[src/rtl/wbs_ctrl_if.sv]
// Wishbone slave bus bundle for wbs_ctrl: the master drives the request, the slave returns ack/data.
interface wbs_ctrl_if;
   logic        wbs_stb_i;
   logic        wbs_cyc_i;
   logic        wbs_we_i;
   logic [3:0]  wbs_sel_i;
   logic [31:0] wbs_dat_i;
   logic [31:0] wbs_adr_i;
   logic        wbs_ack_o;
   logic [31:0] wbs_dat_o;

   modport master (
      output wbs_stb_i, wbs_cyc_i, wbs_we_i, wbs_sel_i, wbs_dat_i, wbs_adr_i,
      input  wbs_ack_o, wbs_dat_o
   );

   modport slave (
      input  wbs_stb_i, wbs_cyc_i, wbs_we_i, wbs_sel_i, wbs_dat_i, wbs_adr_i,
      output wbs_ack_o, wbs_dat_o
   );
endinterface

[src/rtl/wbs_ctrl.sv]
// Wishbone slave into the accelerator config regs, query SRAM, leaf banks and node memory.
// Define WBS_UNMAPPED_ACK_EN to ack unmapped addresses with zero data instead of ignoring them.
module wbs_ctrl #(
   parameter int  DATA_WIDTH = 11,
   parameter int  LEAF_SIZE  = 8,
   parameter int  PATCH_SIZE = 5,
   parameter int  ROW_SIZE   = 24,
   parameter int  COL_SIZE   = 17,
   parameter int  K          = 4,
   parameter int  NUM_LEAVES = 64,
   localparam int PW         = PATCH_SIZE * DATA_WIDTH,
   localparam int NUM_QUERYS = ROW_SIZE * COL_SIZE,
   localparam int QW         = $clog2(NUM_QUERYS),
   localparam int LEAF_ADDRW = $clog2(NUM_LEAVES)
) (
   input  logic                  wb_clk_i,
   input  logic                  wb_rst_i,
   wbs_ctrl_if.slave             wbs,
   output logic                  wbs_mode,
   output logic                  wbs_debug,
   output logic                  wbs_qp_mem_csb0,
   output logic                  wbs_qp_mem_web0,
   output logic [QW-1:0]         wbs_qp_mem_addr0,
   output logic [PW-1:0]         wbs_qp_mem_wpatch0,
   input  logic [PW-1:0]         wbs_qp_mem_rpatch0,
   output logic [LEAF_SIZE-1:0]  wbs_leaf_mem_csb0,
   output logic [LEAF_SIZE-1:0]  wbs_leaf_mem_web0,
   output logic [LEAF_ADDRW-1:0] wbs_leaf_mem_addr0,
   output logic [63:0]           wbs_leaf_mem_wleaf0,
   input  logic [63:0]           wbs_leaf_mem_rleaf0 [LEAF_SIZE],
   output logic                  wbs_node_mem_web,
   output logic [31:0]           wbs_node_mem_addr,
   output logic [31:0]           wbs_node_mem_wdata,
   input  logic [31:0]           wbs_node_mem_rdata
);

   typedef enum logic [2:0] {S_IDLE, S_RD1, S_RD2, S_WR, S_ACK} state_t;

   state_t      state_q, state_d;
   logic [31:0] adr_q, adr_d;
   logic [31:0] wdat_q, wdat_d;
   logic [31:0] hold_q, hold_d;
   logic [31:0] dat_q, dat_d;
   logic        we_q, we_d;
   logic        mode_q, mode_d;
   logic        debug_q, debug_d;

   logic        is_q, is_l, is_n, mem_act, mem_wr;
   logic [2:0]  bank;
   logic [63:0] wide;
   logic        sel_unused;
   logic [K-1:0] best_unused;

   assign sel_unused  = ^wbs.wbs_sel_i;
   assign best_unused = '0;

   assign is_q    = (adr_q[31:24] == 8'h31);
   assign is_l    = (adr_q[31:24] == 8'h32);
   assign is_n    = (adr_q[31:24] == 8'h34);
   assign bank    = adr_q[3:1];
   assign mem_act = (state_q == S_RD1) || (state_q == S_WR);
   assign mem_wr  = (state_q == S_WR);
   // Upper-half write merges the new word with the previously held lower word.
   assign wide    = {wdat_q, hold_q};

   always_comb begin
      state_d = state_q;
      adr_d   = adr_q;
      wdat_d  = wdat_q;
      we_d    = we_q;
      hold_d  = hold_q;
      dat_d   = dat_q;
      mode_d  = mode_q;
      debug_d = debug_q;
      case (state_q)
         S_IDLE: begin
            if (wbs.wbs_cyc_i && wbs.wbs_stb_i && !wbs.wbs_ack_o) begin
               adr_d  = wbs.wbs_adr_i;
               wdat_d = wbs.wbs_dat_i;
               we_d   = wbs.wbs_we_i;
               dat_d  = '0;
               case (wbs.wbs_adr_i[31:24])
                  8'h30: begin
                     state_d = S_ACK;
                     if (wbs.wbs_we_i) begin
                        if (wbs.wbs_adr_i == 32'h3000_0000) mode_d  = wbs.wbs_dat_i[0];
                        if (wbs.wbs_adr_i == 32'h3000_0001) debug_d = wbs.wbs_dat_i[0];
                     end else if (wbs.wbs_adr_i == 32'h3000_0000) begin
                        dat_d = {31'b0, mode_q};
                     end else if (wbs.wbs_adr_i == 32'h3000_0001) begin
                        dat_d = {31'b0, debug_q};
                     end
                  end
                  8'h31, 8'h32: begin
                     if (!wbs.wbs_we_i) begin
                        state_d = S_RD1;
                     end else if (!wbs.wbs_adr_i[0]) begin
                        hold_d  = wbs.wbs_dat_i;
                        state_d = S_ACK;
                     end else begin
                        state_d = S_WR;
                     end
                  end
                  8'h33:   state_d = S_ACK;
                  8'h34:   state_d = wbs.wbs_we_i ? S_ACK : S_RD2;
`ifdef WBS_UNMAPPED_ACK_EN
                  default: state_d = S_ACK;
`else
                  default: state_d = S_IDLE;
`endif
               endcase
            end
         end
         S_RD1: state_d = S_RD2;
         S_RD2: begin
            state_d = S_ACK;
            if (is_q)      dat_d = adr_q[0] ? 32'(wbs_qp_mem_rpatch0[PW-1:32]) : wbs_qp_mem_rpatch0[31:0];
            else if (is_l) dat_d = adr_q[0] ? wbs_leaf_mem_rleaf0[bank][63:32] : wbs_leaf_mem_rleaf0[bank][31:0];
            else           dat_d = wbs_node_mem_rdata;
         end
         S_WR:    state_d = S_ACK;
         S_ACK:   state_d = S_IDLE;
         default: state_d = S_IDLE;
      endcase
   end

   always_ff @(posedge wb_clk_i or posedge wb_rst_i) begin
      if (wb_rst_i) begin
         state_q <= S_IDLE;
         adr_q   <= '0;
         wdat_q  <= '0;
         we_q    <= 1'b0;
         hold_q  <= '0;
         dat_q   <= '0;
         mode_q  <= 1'b0;
         debug_q <= 1'b0;
      end else begin
         state_q <= state_d;
         adr_q   <= adr_d;
         wdat_q  <= wdat_d;
         we_q    <= we_d;
         hold_q  <= hold_d;
         dat_q   <= dat_d;
         mode_q  <= mode_d;
         debug_q <= debug_d;
      end
   end

   assign wbs.wbs_ack_o = (state_q == S_ACK);
   assign wbs.wbs_dat_o = dat_q;
   assign wbs_mode      = mode_q;
   assign wbs_debug     = debug_q;

   assign wbs_qp_mem_csb0    = ~(mem_act && is_q);
   assign wbs_qp_mem_web0    = ~(mem_wr && is_q);
   assign wbs_qp_mem_addr0   = adr_q[QW:1];
   assign wbs_qp_mem_wpatch0 = wide[PW-1:0];

   always_comb begin
      wbs_leaf_mem_csb0 = '1;
      wbs_leaf_mem_web0 = '1;
      for (int b = 0; b < LEAF_SIZE; b++) begin
         if (is_l && int'(bank) == b) begin
            wbs_leaf_mem_csb0[b] = ~mem_act;
            wbs_leaf_mem_web0[b] = ~mem_wr;
         end
      end
   end

   assign wbs_leaf_mem_addr0  = adr_q[4 +: LEAF_ADDRW];
   assign wbs_leaf_mem_wleaf0 = wide;

   assign wbs_node_mem_web   = (state_q != S_IDLE) && is_n && we_q;
   assign wbs_node_mem_addr  = adr_q;
   assign wbs_node_mem_wdata = wdat_q;

endmodule

[src/flat_wrapper.sv]
// flat-port wrapper written by rule: the top's interface ports become plain ports
module wbs_ctrl_flat 
#(
   parameter int  DATA_WIDTH = 11,
   parameter int  LEAF_SIZE  = 8,
   parameter int  PATCH_SIZE = 5,
   parameter int  ROW_SIZE   = 24,
   parameter int  COL_SIZE   = 17,
   parameter int  K          = 4,
   parameter int  NUM_LEAVES = 64,
   localparam int PW         = PATCH_SIZE * DATA_WIDTH,
   localparam int NUM_QUERYS = ROW_SIZE * COL_SIZE,
   localparam int QW         = $clog2(NUM_QUERYS),
   localparam int LEAF_ADDRW = $clog2(NUM_LEAVES)
)
  (wb_clk_i, wb_rst_i, wbs_mode, wbs_debug, wbs_qp_mem_csb0, wbs_qp_mem_web0, wbs_qp_mem_addr0, wbs_qp_mem_wpatch0, wbs_qp_mem_rpatch0, wbs_leaf_mem_csb0, wbs_leaf_mem_web0, wbs_leaf_mem_addr0, wbs_leaf_mem_wleaf0, wbs_leaf_mem_rleaf0, wbs_node_mem_web, wbs_node_mem_addr, wbs_node_mem_wdata, wbs_node_mem_rdata, wbs_wbs_stb_i, wbs_wbs_cyc_i, wbs_wbs_we_i, wbs_wbs_sel_i, wbs_wbs_dat_i, wbs_wbs_adr_i, wbs_wbs_ack_o, wbs_wbs_dat_o);
  wbs_ctrl_if wbs_i ();
  input  logic wb_clk_i;
  input  logic wb_rst_i;
  output logic wbs_mode;
  output logic wbs_debug;
  output logic wbs_qp_mem_csb0;
  output logic wbs_qp_mem_web0;
  output logic [QW-1:0] wbs_qp_mem_addr0;
  output logic [PW-1:0] wbs_qp_mem_wpatch0;
  input  logic [PW-1:0] wbs_qp_mem_rpatch0;
  output logic [LEAF_SIZE-1:0] wbs_leaf_mem_csb0;
  output logic [LEAF_SIZE-1:0] wbs_leaf_mem_web0;
  output logic [LEAF_ADDRW-1:0] wbs_leaf_mem_addr0;
  output logic [63:0] wbs_leaf_mem_wleaf0;
  input  logic [63:0] wbs_leaf_mem_rleaf0[LEAF_SIZE];
  output logic wbs_node_mem_web;
  output logic [31:0] wbs_node_mem_addr;
  output logic [31:0] wbs_node_mem_wdata;
  input  logic [31:0] wbs_node_mem_rdata;
  input wire logic [$bits(wbs_i.wbs_stb_i)-1:0] wbs_wbs_stb_i;
  input wire logic [$bits(wbs_i.wbs_cyc_i)-1:0] wbs_wbs_cyc_i;
  input wire logic [$bits(wbs_i.wbs_we_i)-1:0] wbs_wbs_we_i;
  input wire logic [$bits(wbs_i.wbs_sel_i)-1:0] wbs_wbs_sel_i;
  input wire logic [$bits(wbs_i.wbs_dat_i)-1:0] wbs_wbs_dat_i;
  input wire logic [$bits(wbs_i.wbs_adr_i)-1:0] wbs_wbs_adr_i;
  output wire logic [$bits(wbs_i.wbs_ack_o)-1:0] wbs_wbs_ack_o;
  output wire logic [$bits(wbs_i.wbs_dat_o)-1:0] wbs_wbs_dat_o;
  assign wbs_i.wbs_stb_i = wbs_wbs_stb_i;
  assign wbs_i.wbs_cyc_i = wbs_wbs_cyc_i;
  assign wbs_i.wbs_we_i = wbs_wbs_we_i;
  assign wbs_i.wbs_sel_i = wbs_wbs_sel_i;
  assign wbs_i.wbs_dat_i = wbs_wbs_dat_i;
  assign wbs_i.wbs_adr_i = wbs_wbs_adr_i;
  assign wbs_wbs_ack_o = wbs_i.wbs_ack_o;
  assign wbs_wbs_dat_o = wbs_i.wbs_dat_o;
  wbs_ctrl #(.DATA_WIDTH(DATA_WIDTH), .LEAF_SIZE(LEAF_SIZE), .PATCH_SIZE(PATCH_SIZE), .ROW_SIZE(ROW_SIZE), .COL_SIZE(COL_SIZE), .K(K), .NUM_LEAVES(NUM_LEAVES)) u_core (.wb_clk_i(wb_clk_i), .wb_rst_i(wb_rst_i), .wbs(wbs_i), .wbs_mode(wbs_mode), .wbs_debug(wbs_debug), .wbs_qp_mem_csb0(wbs_qp_mem_csb0), .wbs_qp_mem_web0(wbs_qp_mem_web0), .wbs_qp_mem_addr0(wbs_qp_mem_addr0), .wbs_qp_mem_wpatch0(wbs_qp_mem_wpatch0), .wbs_qp_mem_rpatch0(wbs_qp_mem_rpatch0), .wbs_leaf_mem_csb0(wbs_leaf_mem_csb0), .wbs_leaf_mem_web0(wbs_leaf_mem_web0), .wbs_leaf_mem_addr0(wbs_leaf_mem_addr0), .wbs_leaf_mem_wleaf0(wbs_leaf_mem_wleaf0), .wbs_leaf_mem_rleaf0(wbs_leaf_mem_rleaf0), .wbs_node_mem_web(wbs_node_mem_web), .wbs_node_mem_addr(wbs_node_mem_addr), .wbs_node_mem_wdata(wbs_node_mem_wdata), .wbs_node_mem_rdata(wbs_node_mem_rdata));
endmodule
[config.mk]
export PLATFORM = sky130hd
export DESIGN_NAME = wbs_ctrl_flat
export DESIGN_NICKNAME = d
export VERILOG_FILES = /design/src/rtl/wbs_ctrl_if.sv /design/src/rtl/wbs_ctrl.sv /design/src/flat_wrapper.sv
export SDC_FILE = /design/constraint.sdc
export NUM_CORES = 1
export LEC_CHECK = 0
export BUFFER_PORTS_ARGS = -buffer_cell sky130_fd_sc_hd__buf_2
export CAP_MARGIN = 20
export CORE_AREA = 4 4 360 362
export DETAILED_ROUTE_END_ITERATION = 8
export DIE_AREA = 0 0 364 366
export PLACE_DENSITY = 0.38
export SYNTH_ARGS = -nofsm -noshare
export SYNTH_HDL_FRONTEND = slang
export SYNTH_SLANG_ARGS = --single-unit
[constraint.sdc]
create_clock -name wb_clk_i -period 5.2 [get_ports wb_clk_i]
set_input_delay 0.52 -clock wb_clk_i [delete_from_list [all_inputs] [get_ports wb_clk_i]]
set_output_delay 0.52 -clock wb_clk_i [all_outputs]
set_load 0.005 [all_outputs]
* After elaboration in Yosys (flattened, before gate mapping)
Cells that the tools add are included.
Word-level totals: flip-flop bits (word level) 134, input bits 672, word-level logic and storage cells 100
Cells by class: mux-type cells 35, order comparisons 1, bitwise operators 6, reductions and logical operators 28, equality and inequality tests 22
Operators by type and width (number):
- $mux 32 | 8
- $bmux 64 s3 | 1
- $mux 64 | 2
- $eq 32x30->1 const B | 2
- $eq 8x6->1 const B | 8
- $pmux 32 s2 | 1
- $pmux 3 s3 | 2
- $mux 1 | 17
- $eq 3x3->1 const B | 5
- $reduce_and 5->1 | 3
- $logic_and 1x1->1 | 14
- $eq 3x2->1 const B | 4
- $mux 3 | 4
- $eq 3x1->1 const B | 2
- $logic_not 3->1 | 2
- $reduce_or 2->1 | 3
- $not 1->1 | 5
- $ge 4x4->1 const B | 1
- $not 3->4 | 1
- $reduce_and 2->1 | 2
- $reduce_bool 3->1 | 1
- $ne 2x1->1 const B | 1
- $reduce_bool 2->1 | 1
- $logic_not 1->1 | 1
- $logic_or 1x1->1 | 1

* Logic depth before layout (Yosys ltp)
Gate-level depths: netlist (run 1).
word-level depth 8, mapped depth 7, mapped depth without buffers 4

* Least setup slack after synthesis (run 1)
No wires, ideal clock.
kind reg-to-reg, start reg u_core.adr_q[1], in the netlist u_core.wbs_node_mem_addr[1], end reg u_core.dat_q[16], in the netlist u_core.wbs.wbs_dat_o[16], arrival 2.027 ns, stages on the path, launching flop included 7, clock period less this slack 2.152 ns, data required time 5.075 ns, path slack 3.048 ns, path buffers 2, library setup time 0.125 ns, cell sequence dfrtp_1 clkbuf_1 buf_2 mux4_2 mux4_2 nor2_1 a21oi_1
On the way: word-level cells in the longest chain between the ends 8
Ends and longest elaborated chain:
- start: declaration | RTL line wbs_ctrl.sv:40 | logic [31:0] adr_q, adr_d;
- start signal: assignment | RTL line wbs_ctrl.sv:139 | adr_q <= adr_d;
- $not 3->4 (implied by the code) | RTL line wbs_ctrl.sv:118 | else if (is_l) dat_d = adr_q[0] ? wbs_leaf_mem_rleaf0[bank][63:32] : wbs_leaf_mem_rleaf0[bank][31:0];
- $bmux 64 s3 | RTL line wbs_ctrl.sv:118
- $mux 64 (implied by the code) (2 in series) | RTL line wbs_ctrl.sv:118
- $mux 32 (2 in series) | RTL line wbs_ctrl.sv:118
- $mux 32 | RTL line wbs_ctrl.sv:117 | if (is_q) dat_d = adr_q[0] ? 32'(wbs_qp_mem_rpatch0[PW-1:32]) : wbs_qp_mem_rpatch0[31:0];
- $pmux 32 s2 | RTL line wbs_ctrl.sv:75 | case (state_q)
- end signal: assignment | RTL line wbs_ctrl.sv:143 | dat_q <= dat_d;
- end: declaration | RTL line wbs_ctrl.sv:43 | logic [31:0] dat_q, dat_d;
Every way passes these cells. The select of a mux whose other input is x is not followed. A chain may end at the register's enable or synchronous reset.

* Worst setup path in the final report (run 1)
start reg u_core.adr_q[1], in the netlist u_core.wbs_node_mem_addr[1], end reg u_core.dat_q[30], in the netlist u_core.wbs.wbs_dat_o[30]
Same word-level chain as after synthesis.

==> results.tsv, run 1 <==
metric	value	unit
arrival	3.65	ns
p_switching	1.44	mW
cts_sinks	134	
fin_cells	3300	
comb_power_share	0.357	
grt_antenna_before_repair	67	
maxCapViolCount	0	
syn2layout_area_growth	62.5	%
syn_inst	824	
status	complete, no violations	
slowest_delay	0.83	ns
place_congestion	0.906	
syn-num-nets	1496	
synth_common_cells	dfrtp_1 (134), mux4_2 (130), buf_4 (105)	
pin_count	924	
synth.distinct_cells	50	
h-tree-depth	4	
place_inst	3258	
clkTransAtPathRegs	0.07	ns
post-route-period-util	0.635	
path_buf_inv	1	
crit_path_max_fanout	31	
ys_top_cells_by_area	dfrtp_1 (32%), mux4_2 (28%), mux2_2 (8.1%)	
rows	131	
setup.worst_path.end_class	register	
grt_pass1_vias	12100	
setup_viol	0	
grt_pass1_wl	111000	um
grtUsageTotal	0.125	
avgSynthCellArea	12.8	um2
cp-start-kind	register	
fmax	303	MHz
ant_nets	0	
initial_core_util	0.0830	
yosysMostFrequentCell	dfrtp_1	
powerDensity	243	nW/um2
holdCritPathClass	input pin to async pin	
cts_buffers	17	
place_area	16400	um2
grt_overflow	0	
ys.flop_type	dfrtp_1	
timing.hold.ws	0.131	ns
clkLatencyLatePin	0.47	ns
yosysWarnings	0	
p_seq_frac	0.308	
synth.top_cell.area_share	0.319	
tns	0	ns
hold_buffers	0	
core-area	127000	um2
root_buffer	clkbuf_16	
criticalPathCategory	register to register	
yosys.area.top_type	dfrtp_1	
grt_setup_unrepaired	no	
hold_viol_final	0	
critPathRequiredTime	5.55	ns
layout-drive-gt1-share	0.736	
drt-initial-drc-count	758	
ys_seq_area_frac	0.319	
syn_area	10500	um2
routedWlPerCell	26.2	um
num_vias	11500	
clock_skew	0.0214	ns
final_area	17100	um2
power_leakage	8.09	nW
intPower	2.72	mW
slew_violations	0	
die_x	364	um
cts_buffer_depth	2	
min_period	3.30	ns
cts_tree	yes	
finalWirelength	86400	um
postCtsSetupRepairBufs	0	
synth-seq-cells	134	
port-buffer-count	919	
synth-edff-count	0	
dr.pass1.iters	5	
die_h	366	um
vdd_ir_drop_max	0.216	mV
p_sw_frac	0.345	
pwr-share-clk	0.335	
async_reset_ff_frac	1.00	
relSlewSlack	0.369	
grt_max_degree	63	
drt-vias-per-instance	3.47	
tightest_slew	0.945	ns
drcViolationCount	0	
slowest_stage	dfrtp_4	
path_delay_family	compound AO/OA/AOI/OAI gates	
nNetsFinal	2287	
cts_resized	0	
path_cells	buf_4 -> mux4_2 -> a22oi_1 -> a21oi_1 -> a211o_1	
dp_hpwl	75000	um
die-area	133000	um2
-- placed cells by master, fill, tap and decap left out, types with 17 or more instances in the layout --
cell type	n
a211o_1	28
mux2_1	23
clkbuf_16	17
a21oi_1	34
buf_4	19
mux2i_1	25
a22oi_1	56
mux2_2	76
dfrtp_1	131
mux4_2	130
o2bb2ai_1	19
nand2_1	20
buf_2	919
-- per-layer routing --
| layer | up-vias | part of all wire | track usage |
|---|---|---|---|
| met1 | 5829 | 0.43 | 0.160 |
| li1 | 4814 | - | - |
| met5 | - | 0.0011 | 0 |
| met3 | 106 | 0.065 | 0.0241 |
| met4 | 16 | 0.028 | 0.0432 |
| met2 | 685 | 0.48 | 0.207 |
-- sequential cells by signal (all words and copies together), names as in the netlist --
name,flops
u_core.wbs_node_mem_wdata,32
u_core.wbs.wbs_dat_o,32
u_core.state_q,3
u_core.hold_q,32
u_core.we_q,1
u_core.wbs_node_mem_addr,32
u_core.wbs_mode,1
u_core.wbs_debug,1
-- power by group through the flow --
stage          clock network [mW]  logic, mW  registers, mW
5_1_grt                      1.49       1.59           1.31
4_1_cts                      1.47       1.51           1.29
2_1_floorplan                   0      0.907           1.21
3_3_place_gp                    0       1.51           1.31
3_5_place_dp                    0       1.50           1.31
6_report                     1.39       1.49           1.28
-- worst paths after layout --
| check | slack (ns) | startpoint | endpoint | depth (start not counted) |
|---|---|---|---|---|
| worst max-delay path | 1.90 | u_core.wbs_node_mem_addr[1] | u_core.wbs.wbs_dat_o[30] | 5 |
| worst min register to register | 0.49 | u_core.wbs.wbs_dat_o[4] | u_core.wbs.wbs_dat_o[4] | 1 |
| worst max register to register | 1.90 | u_core.wbs_node_mem_addr[1] | u_core.wbs.wbs_dat_o[30] | 5 |
| max in group asynchronous | 3.89 | wb_rst_i | u_core.wbs.wbs_dat_o[28] | 3 |
| worst min-delay path | 0.13 | wb_rst_i | u_core.wbs_node_mem_wdata[16] | 2 |
| min in group wb_clk_i | 0.27 | wbs_qp_mem_rpatch0[29] | u_core.wbs.wbs_dat_o[29] | 2 |
-- stage by stage --
step / util / power (mW) / worst slack [ns]
6_report: 0.135 / 4.16 / 1.90
3_3_place_gp: 0.130 / 2.81 / 1.84
2_1_floorplan: - / 2.12 / 1.10
5_1_grt: 0.135 / 4.39 / 1.78
4_1_cts: 0.135 / 4.27 / 1.87
3_5_place_dp: 0.130 / 2.81 / 1.86
-- kinds of logic (layout without fill, tap and decap cells) --
group / after synthesis / in the layout / synth area share
flops: 134 / 134 / 0.319
compound gates: 165 / 165 / 0.117
other cells: 0 / 11 / 0
buf+inv: 176 / 979 / 0.103
xor+xnor: 2 / 2 / 0.00167
simple gates: 93 / 93 / 0.0510
mux: 254 / 254 / 0.408
-- area by class of cell --
cell class	count	area, um2
Sequential cell	134	3360
Timing Repair Buffer	943	4840
Fill cell	14500	110000
Clock inverter	13	196
Antenna cell	11	27.5
Inverter	5	23.8
Multi-Input combinational cell	514	6130
Clock buffer	18	429
Tap cell	1662	2080
No activity file was read; power rests on OpenSTA's default activity.
==> run 2: changes to the inputs <==
--- a/config.mk
+++ b/config.mk
@@ -7,10 +7,10 @@
 export LEC_CHECK = 0
 export BUFFER_PORTS_ARGS = -buffer_cell sky130_fd_sc_hd__buf_2
 export CAP_MARGIN = 20
-export CORE_AREA = 4 4 360 362
+export CORE_AREA = 4 4 358 360
 export DETAILED_ROUTE_END_ITERATION = 8
-export DIE_AREA = 0 0 364 366
-export PLACE_DENSITY = 0.38
+export DIE_AREA = 0 0 362 364
+export PLACE_DENSITY = 0.39
 export SYNTH_ARGS = -nofsm -noshare
 export SYNTH_HDL_FRONTEND = slang
 export SYNTH_SLANG_ARGS = --single-unit
==> constraint.sdc (replaced) <==
create_clock -name wb_clk_i -period 2.95 [get_ports wb_clk_i]
set_input_delay 0.295 -clock wb_clk_i [delete_from_list [all_inputs] [get_ports wb_clk_i]]
set_output_delay 0.295 -clock wb_clk_i [all_outputs]
set_load 0.005 [all_outputs]
==> run 2 against run 1 <==
  * Largest power group unchanged
  * Combinational power rose by 89%
  * Critical endpoint is now wbs_leaf_mem_csb0[4]
  * Design area is 3.8% higher
  * Via count up 0.10%
  * Sequential share of layout area down 0.72 points
  * Clock power is 91% higher
  * First-iteration DRC count decreased by 19%
  * Non-clock buffer count is 54 higher
  * Register-to-register slack got worse by 1.5 ns
  * Wire length decreased by 8.2%
  * Utilization rose by 0.69 points
==> results.tsv, run 2 (same netlist as run 1, synthesis figures left out) <==
metric	value	unit	change
clock_skew	0.0283	ns	+0.00686 ns
min_from	wbs_wbs_dat_i[9]		
root_buffer	clkbuf_16		
cts_tree	yes		
final_area	17700	um2	+3.8%
grtUsageTotal	0.115		-0.00928
post-place-ws	0.321	ns	-1.54 ns
hold_viol_final	0		unchanged
grt_pass1_vias	12300		+1.3%
dr.pass1.iters	5		unchanged
powerDensity	433	nW/um2	+78%
cts_buffer_depth	2		unchanged
ant_nets	0		unchanged
routedWlPerCell	23.7	um	-9.6%
nFillCells	14200		-2.2%
seq_area	3360	um2	unchanged
dp_hpwl	68100	um	-9.2%
drt-initial-drc-count	616		-19%
clkLatencyLatePin	0.49	ns	+0.02 ns
place_area	16700	um2	+1.6%
tightest_slew	0.743	ns	-0.202 ns
final_util	0.142		+0.00695
postCtsSetupRepairBufs	0		unchanged
h-tree-depth	4		unchanged
initial_core_util	0.0841		+0.00107
r2r_slack	0.37	ns	-1.53 ns
drcViolationCount	0		unchanged
min_delay_worst_endpoint	u_core.hold_q[9]		
vdd_ir_drop_max	0.418	mV	+93%
grt_pass1_wl	104000	um	-6.3%
cp-start-kind	register		
crit_path_start	u_core.wbs_node_mem_addr[26]		
clkTransAtPathRegs	0.07	ns	about the same
timing.rr.start	u_core.wbs_node_mem_addr[1]		
cts_buffers	17		unchanged
final_common_cell	buf_2		
relSlewSlack	0.505		+0.136
syn2layout_area_growth	68.7	%	
arrival	2.41	ns	-1.24 ns
status	complete, no violations		
finalWirelength	79300	um	-8.2%
slew_violations	0		unchanged
nNetsFinal	2341		+2.4%
setup_viol	0		unchanged
grt_setup_unrepaired	no		
r2r_end	u_core.wbs.wbs_dat_o[30]		
setup.worst_path.end_class	primary output		
pin_count	924		unchanged
maxCapViolCount	0		unchanged
die_h	364	um	-0.55%
place_congestion	0.912		+0.65%
fmax	369	MHz	
port-buffer-count	919		unchanged
grt_max_degree	73		+16%
timing.hold.ws	0.0582	ns	-0.0724 ns
die-area	132000	um2	-1.1%
cts_sinks	134		unchanged
criticalPathCategory	register to primary output		
multi_input_area	6140	um2	+0.29%
holdCritPathClass	input pin to register		
min_period	2.71	ns	
grt_overflow	0		unchanged
layout-drive-gt1-share	0.729		-0.00682
r2r_cells	5		unchanged
power_leakage	8.39	nW	+3.7%
hold_depth	2		
die_x	362	um	-0.55%
num_vias	11500		+0.10%
setup_ws	0.241	ns	-1.66 ns
tns	0	ns	unchanged
crit_path_max_fanout	10		-68%
drt-vias-per-instance	3.42		-1.4%
grt_antenna_before_repair	21		-69%
core-area	125000	um2	-1.3%
critPathRequiredTime	2.65	ns	-2.90 ns
rows	130		-0.76%
post-route-period-util	0.918		
layout_common_cells	buf_2 (919), dfrtp_1 (131), mux4_2 (130), mux2_2 (76), a22oi_1 (56)		
## run 2: changes by cell type in the layout (fill, tap and decap cells not counted), moves of 7 or more
cell	delta
buf_4	+17
buf_12	+8
diode_2	+7
dlygate4sd3_1	+30
## run 2: layout make-up
type                       instances  share of cell area
tap                             1650               0.116
sequential                       134               0.190
multi-input combinational        514               0.346
inverter                           5             0.00127
clock buffer                      19              0.0250
timing repair buffer             997               0.305
clock inverter                    13              0.0136
antenna                           18             0.00254
## run 2: critical path: stages (launching register included)
cell      delay [ns]
dfrtp_1         0.42
nor4bb_2        0.35
buf_4           0.24
and3_2          0.30
and3_1          0.28
nand2_1         0.17
buf_2           0.17
## run 2: worst max-delay path by stage
stage,end,slack [ns],depth (start not counted)
5_1_grt,wbs_leaf_mem_web0[3],0.06,6
3_5_place_dp,u_core.wbs.wbs_dat_o[5],0.32,5
4_1_cts,wbs_leaf_mem_csb0[4],0.08,6
2_1_floorplan,u_core.wbs.wbs_dat_o[16],0.80,6
3_3_place_gp,u_core.wbs.wbs_dat_o[5],0.30,5
6_report,wbs_leaf_mem_csb0[4],0.24,6
## run 2: per-layer routing
layer  global-route usage  wire length, um  up-vias
met5                    0               52        -
met4               0.0285             1480        8
met3               0.0294             5720       66
met2                0.205            40200      597
met1                0.138            31900     5863
li1                     -                -     4928
## run 2: through the flow
stage                     power (mW)  cells
after floorplan                 3.74    824
after global placement          5.06   3270
after detailed placement        5.06   3270
after CTS                       7.88   3332
after global routing            8.10   3334
final                           7.67   3350
## run 2: where the power goes
part	internal, mW	leakage (nW)	switching, mW
Clock	1.62	0.327	1.04
Sequential	1.99	1.72	0.208
Combinational	1.50	6.34	1.31
Total	5.11	8.39	2.56
## run 2: what timing repair did
item	4_1_cts	5_1_grt
hold endpoints to repair	132	0
hold buffers	30	0
setup endpoints to repair	3	0
gates resized for setup	3	0
